**config.mk**
```make
export PLATFORM = sky130hd
export DESIGN_NAME = cmd_resp
export DESIGN_NICKNAME = d
export VERILOG_FILES = /design/src/rtl/cmd_pkg.sv /design/src/rtl/cmd_rd_fifo.sv /design/src/rtl/cmd_resp.sv
export SDC_FILE = /design/constraint.sdc
export NUM_CORES = 1
export LEC_CHECK = 0
export BUFFER_PORTS_ARGS = -buffer_cell sky130_fd_sc_hd__buf_2
export CAP_MARGIN = 20
export CORE_ASPECT_RATIO = 0.75
export CORE_MARGIN = 3
export CORE_UTILIZATION = 52
export DETAILED_ROUTE_END_ITERATION = 8
export GPL_ROUTABILITY_DRIVEN = 0
export PLACE_DENSITY = 0.87
export SYNTH_ARGS = -nofsm -noshare
export SYNTH_HDL_FRONTEND = slang
export SYNTH_SLANG_ARGS = --single-unit
export TNS_END_PERCENT = 30
```
**constraint.sdc**
```tcl
create_clock -name clk -period 3.5 [get_ports clk]
set_input_delay 0.175 -clock clk [delete_from_list [all_inputs] [get_ports clk]]
set_output_delay 0.175 -clock clk [all_outputs]
set_load 0.02 [all_outputs]
```
**src/rtl/cmd_pkg.sv**
```systemverilog
// Shared types and helpers for the cmd_if responder: FSM state encoding,
// bytes-per-beat derivation and the partial-beat byte-enable mask.
package cmd_pkg;

   typedef enum logic [1:0] {
      IDLE  = 2'd0,
      WRITE = 2'd1,
      READ  = 2'd2,
      DONE  = 2'd3
   } cmd_resp_state_t;

   // Widest beat the mask helper supports (DATAW up to 1024).
   localparam int MAX_BPB = 128;

   function automatic int bpb_of(input int dataw);
      return dataw / 8;
   endfunction

   // Low min(rem, bpb) bits set; callers truncate to their own beat width.
   function automatic logic [MAX_BPB-1:0] be_mask(input int unsigned rem,
                                                  input int unsigned bpb);
      logic [MAX_BPB-1:0] m;
      m = '0;
      for (int unsigned i = 0; i < MAX_BPB; i++) begin
         m[i] = (i < rem) && (i < bpb);
      end
      return m;
   endfunction

endpackage

```
**src/rtl/cmd_rd_fifo.sv**
```systemverilog
// Two-entry read-return FIFO with a registered head; count feeds the
// responder's read-credit check.
module cmd_rd_fifo #(
   parameter int W = 33
) (
   input  logic         clk,
   input  logic         rst,
   input  logic         push,
   input  logic [W-1:0] din,
   input  logic         pop,
   output logic [W-1:0] dout,
   output logic         vld,
   output logic [1:0]   count
);

   logic [W-1:0] head_q;
   logic [W-1:0] tail_q;
   logic [1:0]   count_q;
   logic         do_pop;
   logic         do_push;

   assign do_pop  = pop && (count_q != 2'd0);
   assign do_push = push && ((count_q != 2'd2) || do_pop);

   // NOTE: the two data slots are reset too, so rdata reads 0 out of reset;
   // larger storage arrays would normally be left unreset.
   always_ff @(posedge clk or negedge rst) begin
      if (!rst) begin
         head_q  <= '0;
         tail_q  <= '0;
         count_q <= 2'd0;
      end else begin
         case (count_q)
            2'd0: begin
               if (do_push) begin
                  head_q  <= din;
                  count_q <= 2'd1;
               end
            end
            2'd1: begin
               if (do_push && do_pop) begin
                  head_q <= din;
               end else if (do_push) begin
                  tail_q  <= din;
                  count_q <= 2'd2;
               end else if (do_pop) begin
                  count_q <= 2'd0;
               end
            end
            default: begin
               if (do_pop) begin
                  head_q <= tail_q;
                  if (do_push) tail_q <= din;
                  else         count_q <= 2'd1;
               end
            end
         endcase
      end
   end

   assign dout  = head_q;
   assign vld   = (count_q != 2'd0);
   assign count = count_q;

endmodule

```
**src/rtl/cmd_resp.sv**
```systemverilog
// Responder end of cmd_if: acks one chunk command and runs it as a word burst
// against a synchronous single-port memory. Define CMD_RESP_ERR_EN for err.
module cmd_resp
   import cmd_pkg::*;
#(
   parameter int ADDRW     = 32,
   parameter int BYTE_CNTW = 16,
   parameter int DATAW     = 32
) (
   input  logic                 clk,
   input  logic                 rst,
   input  logic                 req,
   input  logic                 wr,
   input  logic [BYTE_CNTW-1:0] byte_cnt,
   input  logic [ADDRW-1:0]     start_addr,
   output logic                 req_ack,
   output logic                 done,
   input  logic                 wdata_vld,
   output logic                 wdata_rdy,
   input  logic [DATAW-1:0]     wdata,
   output logic                 rdata_vld,
   input  logic                 rdata_rdy,
   output logic [DATAW-1:0]     rdata,
   output logic                 rdata_last,
   output logic                 mem_en,
   output logic                 mem_we,
   output logic [ADDRW-1:0]     mem_addr,
   output logic [DATAW/8-1:0]   mem_be,
   output logic [DATAW-1:0]     mem_wdata,
`ifdef CMD_RESP_ERR_EN
   output logic                 err,
`endif
   input  logic [DATAW-1:0]     mem_rdata
);

   localparam int                   BPB      = bpb_of(DATAW);
   localparam logic [BYTE_CNTW-1:0] BPB_CNT  = BYTE_CNTW'(BPB);
   localparam logic [ADDRW-1:0]     BPB_ADDR = ADDRW'(BPB);
   localparam logic [ADDRW-1:0]     LSB_MASK = ADDRW'(BPB - 1);

   cmd_resp_state_t      state;
   logic [ADDRW-1:0]     addr;
   logic [BYTE_CNTW-1:0] rem;
   logic [BYTE_CNTW-1:0] step;
   logic                 rem_le_bpb;
   logic                 inflight;
   logic                 inflight_last;
   logic                 wr_fire;
   logic                 rd_issue;
   logic                 rd_pop;
   logic [1:0]           fifo_cnt;
   logic [2:0]           occ;
   logic [DATAW:0]       fifo_dout;
`ifdef CMD_RESP_ERR_EN
   logic                 bad;
`endif

   assign wdata_rdy  = (state == WRITE);
   assign rem_le_bpb = (rem <= BPB_CNT);
   assign step       = rem_le_bpb ? rem : BPB_CNT;
   assign wr_fire    = wdata_rdy && wdata_vld;
   assign rd_pop     = rdata_vld && rdata_rdy;

   // Credit: buffered + in flight, less what leaves this cycle, must stay < 2.
   assign occ      = {1'b0, fifo_cnt} + {2'b0, inflight} - {2'b0, rd_pop};
   assign rd_issue = (state == READ) && (rem != '0) && (occ < 3'd2);

   // NOTE: every output gets a default first so no path can infer a latch.
   always_comb begin
      mem_en    = wr_fire || rd_issue;
      mem_we    = wr_fire;
      mem_addr  = '0;
      mem_wdata = '0;
      mem_be    = '0;
      if (mem_en) mem_addr = addr & ~LSB_MASK;
      if (wr_fire) begin
         mem_wdata = wdata;
         mem_be    = BPB'(be_mask(32'(rem), BPB));
      end
   end

   cmd_rd_fifo #(.W(DATAW + 1)) u_rd_fifo (
      .clk   (clk),
      .rst   (rst),
      .push  (inflight),
      .din   ({inflight_last, mem_rdata}),
      .pop   (rd_pop),
      .dout  (fifo_dout),
      .vld   (rdata_vld),
      .count (fifo_cnt)
   );

   assign rdata      = fifo_dout[DATAW-1:0];
   assign rdata_last = rdata_vld && fifo_dout[DATAW];

   // NOTE: sequential state uses non-blocking assignments only, so every
   // right-hand side sees the pre-edge value regardless of statement order.
   always_ff @(posedge clk or negedge rst) begin
      if (!rst) begin
         state         <= IDLE;
         addr          <= '0;
         rem           <= '0;
         req_ack       <= 1'b0;
         done          <= 1'b0;
         inflight      <= 1'b0;
         inflight_last <= 1'b0;
`ifdef CMD_RESP_ERR_EN
         err           <= 1'b0;
         bad           <= 1'b0;
`endif
      end else begin
         req_ack       <= 1'b0;
         inflight      <= rd_issue;
         inflight_last <= rd_issue && rem_le_bpb;
         case (state)
            IDLE: begin
               if (req) begin
                  req_ack <= 1'b1;
                  addr    <= start_addr & ~LSB_MASK;
                  rem     <= byte_cnt;
`ifdef CMD_RESP_ERR_EN
                  bad     <= (start_addr & LSB_MASK) != '0;
                  if ((byte_cnt == '0) || ((start_addr & LSB_MASK) != '0))
                     state <= DONE;
`else
                  if (byte_cnt == '0)
                     state <= DONE;
`endif
                  else
                     state <= wr ? WRITE : READ;
               end
            end
            WRITE: begin
               if (wr_fire) begin
                  addr <= addr + BPB_ADDR;
                  rem  <= rem - step;
                  if (rem_le_bpb) begin
                     state <= DONE;
                     done  <= 1'b1;
                  end
               end
            end
            READ: begin
               if (rd_issue) begin
                  addr <= addr + BPB_ADDR;
                  rem  <= rem - step;
               end
               if (rd_pop && rdata_last) begin
                  state <= DONE;
                  done  <= 1'b1;
               end
            end
            default: begin
               // Bursts arrive with done already set; empty/rejected
               // commands spend one cycle here before raising it.
               if (done) begin
                  done  <= 1'b0;
                  state <= IDLE;
`ifdef CMD_RESP_ERR_EN
                  err   <= 1'b0;
`endif
               end else begin
                  done  <= 1'b1;
`ifdef CMD_RESP_ERR_EN
                  err   <= bad;
`endif
               end
            end
         endcase
      end
   end

endmodule

```
[Yosys cells after proc, flatten, opt, wreduce, memory -nomap -nowiden]
Index checks and enable logic that the tools add are counted.
Storage, ports and cells
  register bits after elaboration: 122
  input bits: 118
  output and inout port bits: 107
  logic and storage cells: 105
Operators by class
  add/subtract/negate cells: 4
  $lt $le $gt $ge: 6
  equal/unequal tests: 14
  multiplexer cells: 42
  bitwise gates (word level): 2
  reductions and logical operators: 27
Operators with widths (number)
  33-bit two-way mux: 6
  32-bit two-way mux: 5
  33-bit one-hot mux with 2 select lines: 2
  32-bit one-hot mux with 3 select lines: 1
  16-bit two-way mux: 4
  16-bit one-hot mux with 3 select lines: 1
  32-bit by 3-bit adder with 32-bit output (second input constant): 1
  1-bit by 16-bit < comparator with 1-bit output (first input constant): 2
  2-bit by 16-bit < comparator with 1-bit output (first input constant): 2
  2-bit two-way mux: 13
  16-bit by 3-bit <= comparator with 1-bit output (second input constant): 1
  16-bit zero test: 1
  16-bit nonzero test: 1
  16-bit subtractor: 1
  1-bit logical AND: 10
  2-bit by 1-bit inequality test with 1-bit output (second input constant): 5
  5-bit AND reduction: 2
  2-bit inequality test (second input constant): 4
  4-bit AND reduction: 2
  1-bit two-way mux: 6
  2-bit one-hot mux with 3 select lines: 1
  3-bit AND reduction: 2
  3-bit nonzero test: 2
  2-bit by 1-bit == test with 1-bit output (second input constant): 2
  other kinds (14): 18

[Logic depth before layout (Yosys ltp)]
  depth after elaboration: 8
  depth in mapped cells: 12

[Modules after synthesis]
A second synthesis with hierarchy kept.
Second synthesis, totals
  cell total of the unflattened synthesis: 844
  area, all modules: 7780.0 um2
Modules (own cells, without submodules)
  cmd_resp: times used 1, cells an instance 494, area each 3930.0 um2, seq. area each 1301.2 um2
  cmd_rd_fifo: times used 1, cells an instance 350, area each 3849.9 um2, seq. area each 1701.6 um2

[Worst setup path before layout]
No wires, ideal clock.
  kind: register -> output
  start: reg u_rd_fifo.count_q[1] (netlist: u_rd_fifo.count[1])
  end: out mem_addr[19]
  data arrival time: 2.830 ns
  path slack: 0.495 ns
  stages on the path, launching flop included: 12
  path through: dfrtp_1 > nor2_1 > nor2b_1 > ha_1 > nand2b_1 > fa_1 > xnor2_1 > and2_1 > nand3_1 > nand2_1 > clkbuf_1 > and2_1
On the way
  cells in the longest elaborated chain, start to end: 7
RTL lines
  start, declared: RTL line cmd_rd_fifo.sv:18  | logic [1:0] count_q;
  start signal, assigned: RTL line cmd_rd_fifo.sv:31  | count_q <= 2'd0;
  start signal, assigned: RTL line cmd_rd_fifo.sv:37  | count_q <= 2'd1;
  start signal, assigned: RTL line cmd_rd_fifo.sv:45  | count_q <= 2'd2;
  branches (longest 2 deep; another with 2-bit by 1-bit adder with 3-bit output)
  3-bit by 1-bit subtractor with 3-bit output *: RTL line cmd_resp.sv:65  | assign occ = {1'b0, fifo_cnt} + {2'b0, inflight} - {2'b0, rd_pop};
  3-bit by 2-bit < comparator with 1-bit output *: RTL line cmd_resp.sv:66  | assign rd_issue = (state == READ) && (rem != '0) && (occ < 3'd2);
  1-bit logical AND *: RTL line cmd_resp.sv:66
  1-bit logical OR *: RTL line cmd_resp.sv:70  | mem_en = wr_fire || rd_issue;
  net mem_en: RTL line cmd_resp.sv:25  | output logic mem_en,
  32-bit two-way mux *: RTL line cmd_resp.sv:75  | if (mem_en) mem_addr = addr & ~LSB_MASK;
  end, declared: RTL line cmd_resp.sv:27  | output logic [ADDRW-1:0] mem_addr,
Mark *: on every way through the listed nets, which the timed path passes.

[Worst setup path in the final report]
  start: reg u_rd_fifo.count_q[0] (netlist: u_rd_fifo.count[0])
  end: out mem_addr[25]
On the way
  cells in the longest elaborated chain, start to end: 7
RTL lines (RTL line)
  branches (longest 2 deep; another with 2-bit by 1-bit adder with 3-bit output)
  3-bit by 1-bit subtractor with 3-bit output *: cmd_resp.sv:65
  3-bit by 2-bit < comparator with 1-bit output *: cmd_resp.sv:66
  1-bit logical AND *: cmd_resp.sv:66
  1-bit logical OR *: cmd_resp.sv:70
  32-bit two-way mux *: cmd_resp.sv:75
Every way passes the cells marked *.

==> results.py <==
metrics = {
    "min_path": {
        "min-delay-start": "mem_rdata[2]",
        "hold_path.class": "input pin to flip-flop",
    },
    "yosys": {
        "synth-async-reset-ratio_pct": 100.0,
        "synth_top_area_cell": "dfrtp_1",
        "synth_seq_cells": 120,
        "synth_edf_count": 0,
        "syn_area_per_cell_sq_um": 9.301,
        "synth_cell_types": 65,
        "synthCells": 765,
        "ys_seq_area_share_pct": 42.20,
        "syn_area_sq_um": 7116,
        "ys.warnings.count": 0,
        "netlist.area_leader.share_pct": 42.20,
        "ys_top_cells_by_area": "dfrtp_1, mux2_2, mux2i_1",
        "ys.flop_type": "dfrtp_1",
    },
    "die": {
        "rows": 36,
        "die_w_um": 141.1,
        "die-area_sq_um": 15140,
        "die_y_um": 107.3,
        "core_area_sq_um": 13200,
        "initial_core_util_pct": 53.92,
        "io_pins": 225,
    },
    "clocking": {
        "cts_setup_buffers": 0,
        "cts_sinks": 120,
        "h-tree-depth": 4,
        "numCtsBuffers": 17,
        "clk_pin_slew_ps": 60,
        "worstSkewPairLatency_ps": 410,
        "cts_tree": "done",
        "cts-root-buf": "clkbuf_16",
        "cts_buffer_depth": 2,
    },
    "cells_and_area": {
        "drive_above_1_share_pct": 33.58,
        "final_cell_mix": "buf_2, dfrtp_1, nand2_1, o21ai_0, and3_1",
        "antenna_cells": 0,
        "layout_commonest_cell": "buf_2",
        "fill_cells": 1025,
        "fin_nets": 1075,
        "area_growth_pct": 24.81,
        "utilization_pct": 67.29,
    },
    "timing": {
        "maxSlewHeadroom_pct": 38.59,
        "fin_setup_tns_ps": 0,
        "drv_slew": 0,
        "worst_slew_pin_slew_ps": 921.1,
        "fin_crit_sh_pct": 94.47,
        "hold_violations": 0,
        "setup_viol": 0,
        "rsz0062_at_grt": "no",
        "fin_skew_ps": 8.713,
        "fmax_mhz": 302.5,
        "period_needed_ps": 3306,
    },
    "setup_path": {
        "path_delay_family": "simple AND/OR/NAND/NOR gates",
        "cp_slowest_stage_delay_ps": 440,
        "cp.arrival_ps": 3130,
        "worstPathMaxFanout": 27,
        "r2r_start": "u_rd_fifo.count[0]",
        "critPathRequiredTime_ps": 3320,
        "end_kind": "output pin",
        "cp_cell_sequence": "nor2_4, nor2b_1, ha_1, nand2b_1, fa_1, xnor2_2, and2_4, nand3_4, nand2_1, buf_8, and2_1, buf_2",
        "critPathLaunch": "u_rd_fifo.count[0]",
        "cp_slowest_cell": "dfrtp_1",
        "worst-path-buf-inv": 2,
        "critPathKind": "flip-flop to output pin",
        "crit_path_start_kind": "flip-flop",
    },
    "routing": {
        "viasPerCell": 5.973,
        "drt.antenna.violating_nets": 0,
        "vias": 6767,
        "route.detailed.drc": 0,
        "wire_per_inst_um": 17.47,
        "routed_wl_mm": 19.80,
        "dr.pass1.iters": 5,
        "drt-initial-drc-count": 511,
    },
    "global_routing": {
        "grt_use_met2_pct": 40.01,
        "grt_util_met3_pct": 6.794,
        "grt_first_pass_wirelength_mm": 31.52,
        "busiest_layer": "met2",
        "grt_pass1_vias": 6391,
        "antenna_found_initial": 1,
        "grt_overflow_total": 0,
        "grt_use_total_pct": 25.82,
        "grt_use_met1_pct": 34.91,
        "grt_max_degree": 76,
    },
    "run": {
        "drv_cap": 0,
    },
    "power": {
        "vdd_drop_max_mv": 0.6050,
        "power_density_nw_per_um2": 1044,
        "p_leak_nw": 4.314,
    },
    "placement": {
        "dp_hpwl_mm": 13.24,
        "port_buffers": 220,
    },
    "run_status": {
        "outcome": "completed",
    },
}
-- state kept, by name, indices dropped and copies added, names as in the netlist --
signal	count
state	2
inflight_last	1
req_ack	1
u_rd_fifo.dout	33
inflight	1
u_rd_fifo.count	2
done	1
u_rd_fifo.tail_q	33
addr	30
rem	16
-- area by class of cell --
type	instances	area, sq um	share of cell area, %
Multi-Input combinational cell	540	3613	40.69
Sequential cell	120	3004	33.83
Timing Repair Buffer	251	1411	15.89
Clock buffer	18	429.2	4.832
Tap cell	171	214.0	2.409
Clock inverter	14	137.6	1.550
Inverter	19	71.32	0.8030
-- metrics by stage --
step	instances	area, sq um	worst slack [ps]	power (mW)	hold WS [ps]
4_1_cts	1133	8852	40.27	9.149	0.8662
6_report	1133	8881	193.7	9.269	11.95
3_3_place_gp	1084	8107	436.7	7.197	376.2
2_1_floorplan	766	7119	494.7	6.285	-120.6
5_1_grt	1133	8881	19.02	9.886	3.810
3_5_place_dp	1084	8107	255.3	7.383	375.8
-- metal layers --
metal  vias up  share of wire, %
met5         -             0.066
met4         2               3.0
met3        67               9.6
met2       395                46
met1      3175                41
li1       3128                 -
-- power breakdown --
part           switching, mW  internal (mW)  leakage, nW
Combinational           2.97           1.85         2.57
Sequential             0.700           2.07         1.47
Clock                  0.691          0.993        0.278
Total                   4.36           4.91         4.31
-- worst register-to-register path, cell delays in order (launching register included) --
cell	delay, ps
dfrtp_1	440
nor2_4	190
nor2b_1	90
ha_1	280
nand2b_1	160
fa_1	410
xnor2_2	150
a21o_1	230
o211a_1	440
a32o_1	350
a211oi_1	160
-- cells by family after synthesis --
group	after synthesis	share of synthesized area [%]
AOI/OAI and AO/OA	163	14.98
xor gates and xnor gates	2	0.2462
adders and majority gates	8	1.512
buffers and inverters	106	7.807
DFF	120	42.20
muxes	71	10.62
other	2	0.1055
and+or+nand+nor	293	22.53
-- repair_timing --
item	CTS	global route
cloned	0	0
hold buffers	17	0
setup endpoints to repair	27	27
endpoints found under the hold margin	90	0
resized for setup	3	6
-- Yosys cell counts, types with 3 or more instances --
cell	count
nor2_1	28
a32oi_1	8
nor4_2	3
a22o_1	3
nand2b_1	3
nor4_1	15
a2bb2oi_1	3
buf_2	6
nand3_1	39
a22oi_1	4
nor3b_1	3
o22ai_1	18
a21o_1	9
nand4b_1	4
buf_4	36
inv_1	19
nand4_1	12
o21ai_0	50
nand2_1	75
mux2i_1	35
clkbuf_1	34
nor3_1	18
nor2b_1	6
a21oi_1	30
o32ai_1	4
buf_1	9
ha_1	7
o211a_1	3
mux2_2	36
dfrtp_1	120
and3_1	39
a31o_2	5
or4_1	10
and2_1	29
-- final timing paths --
check                      cells after the start             endpoint  slack, ps
max in group asynchronous                      3             state[0]       2250
setup / recovery                              12         mem_addr[25]        190
min in group asynchronous                      2   u_rd_fifo.dout[17]        450
hold / removal                                 2  u_rd_fifo.tail_q[2]         10
hold reg to reg                                2   u_rd_fifo.dout[17]        470
setup reg to reg                              10             addr[28]        510
Note: power is estimated with default switching activity, not from simulation.
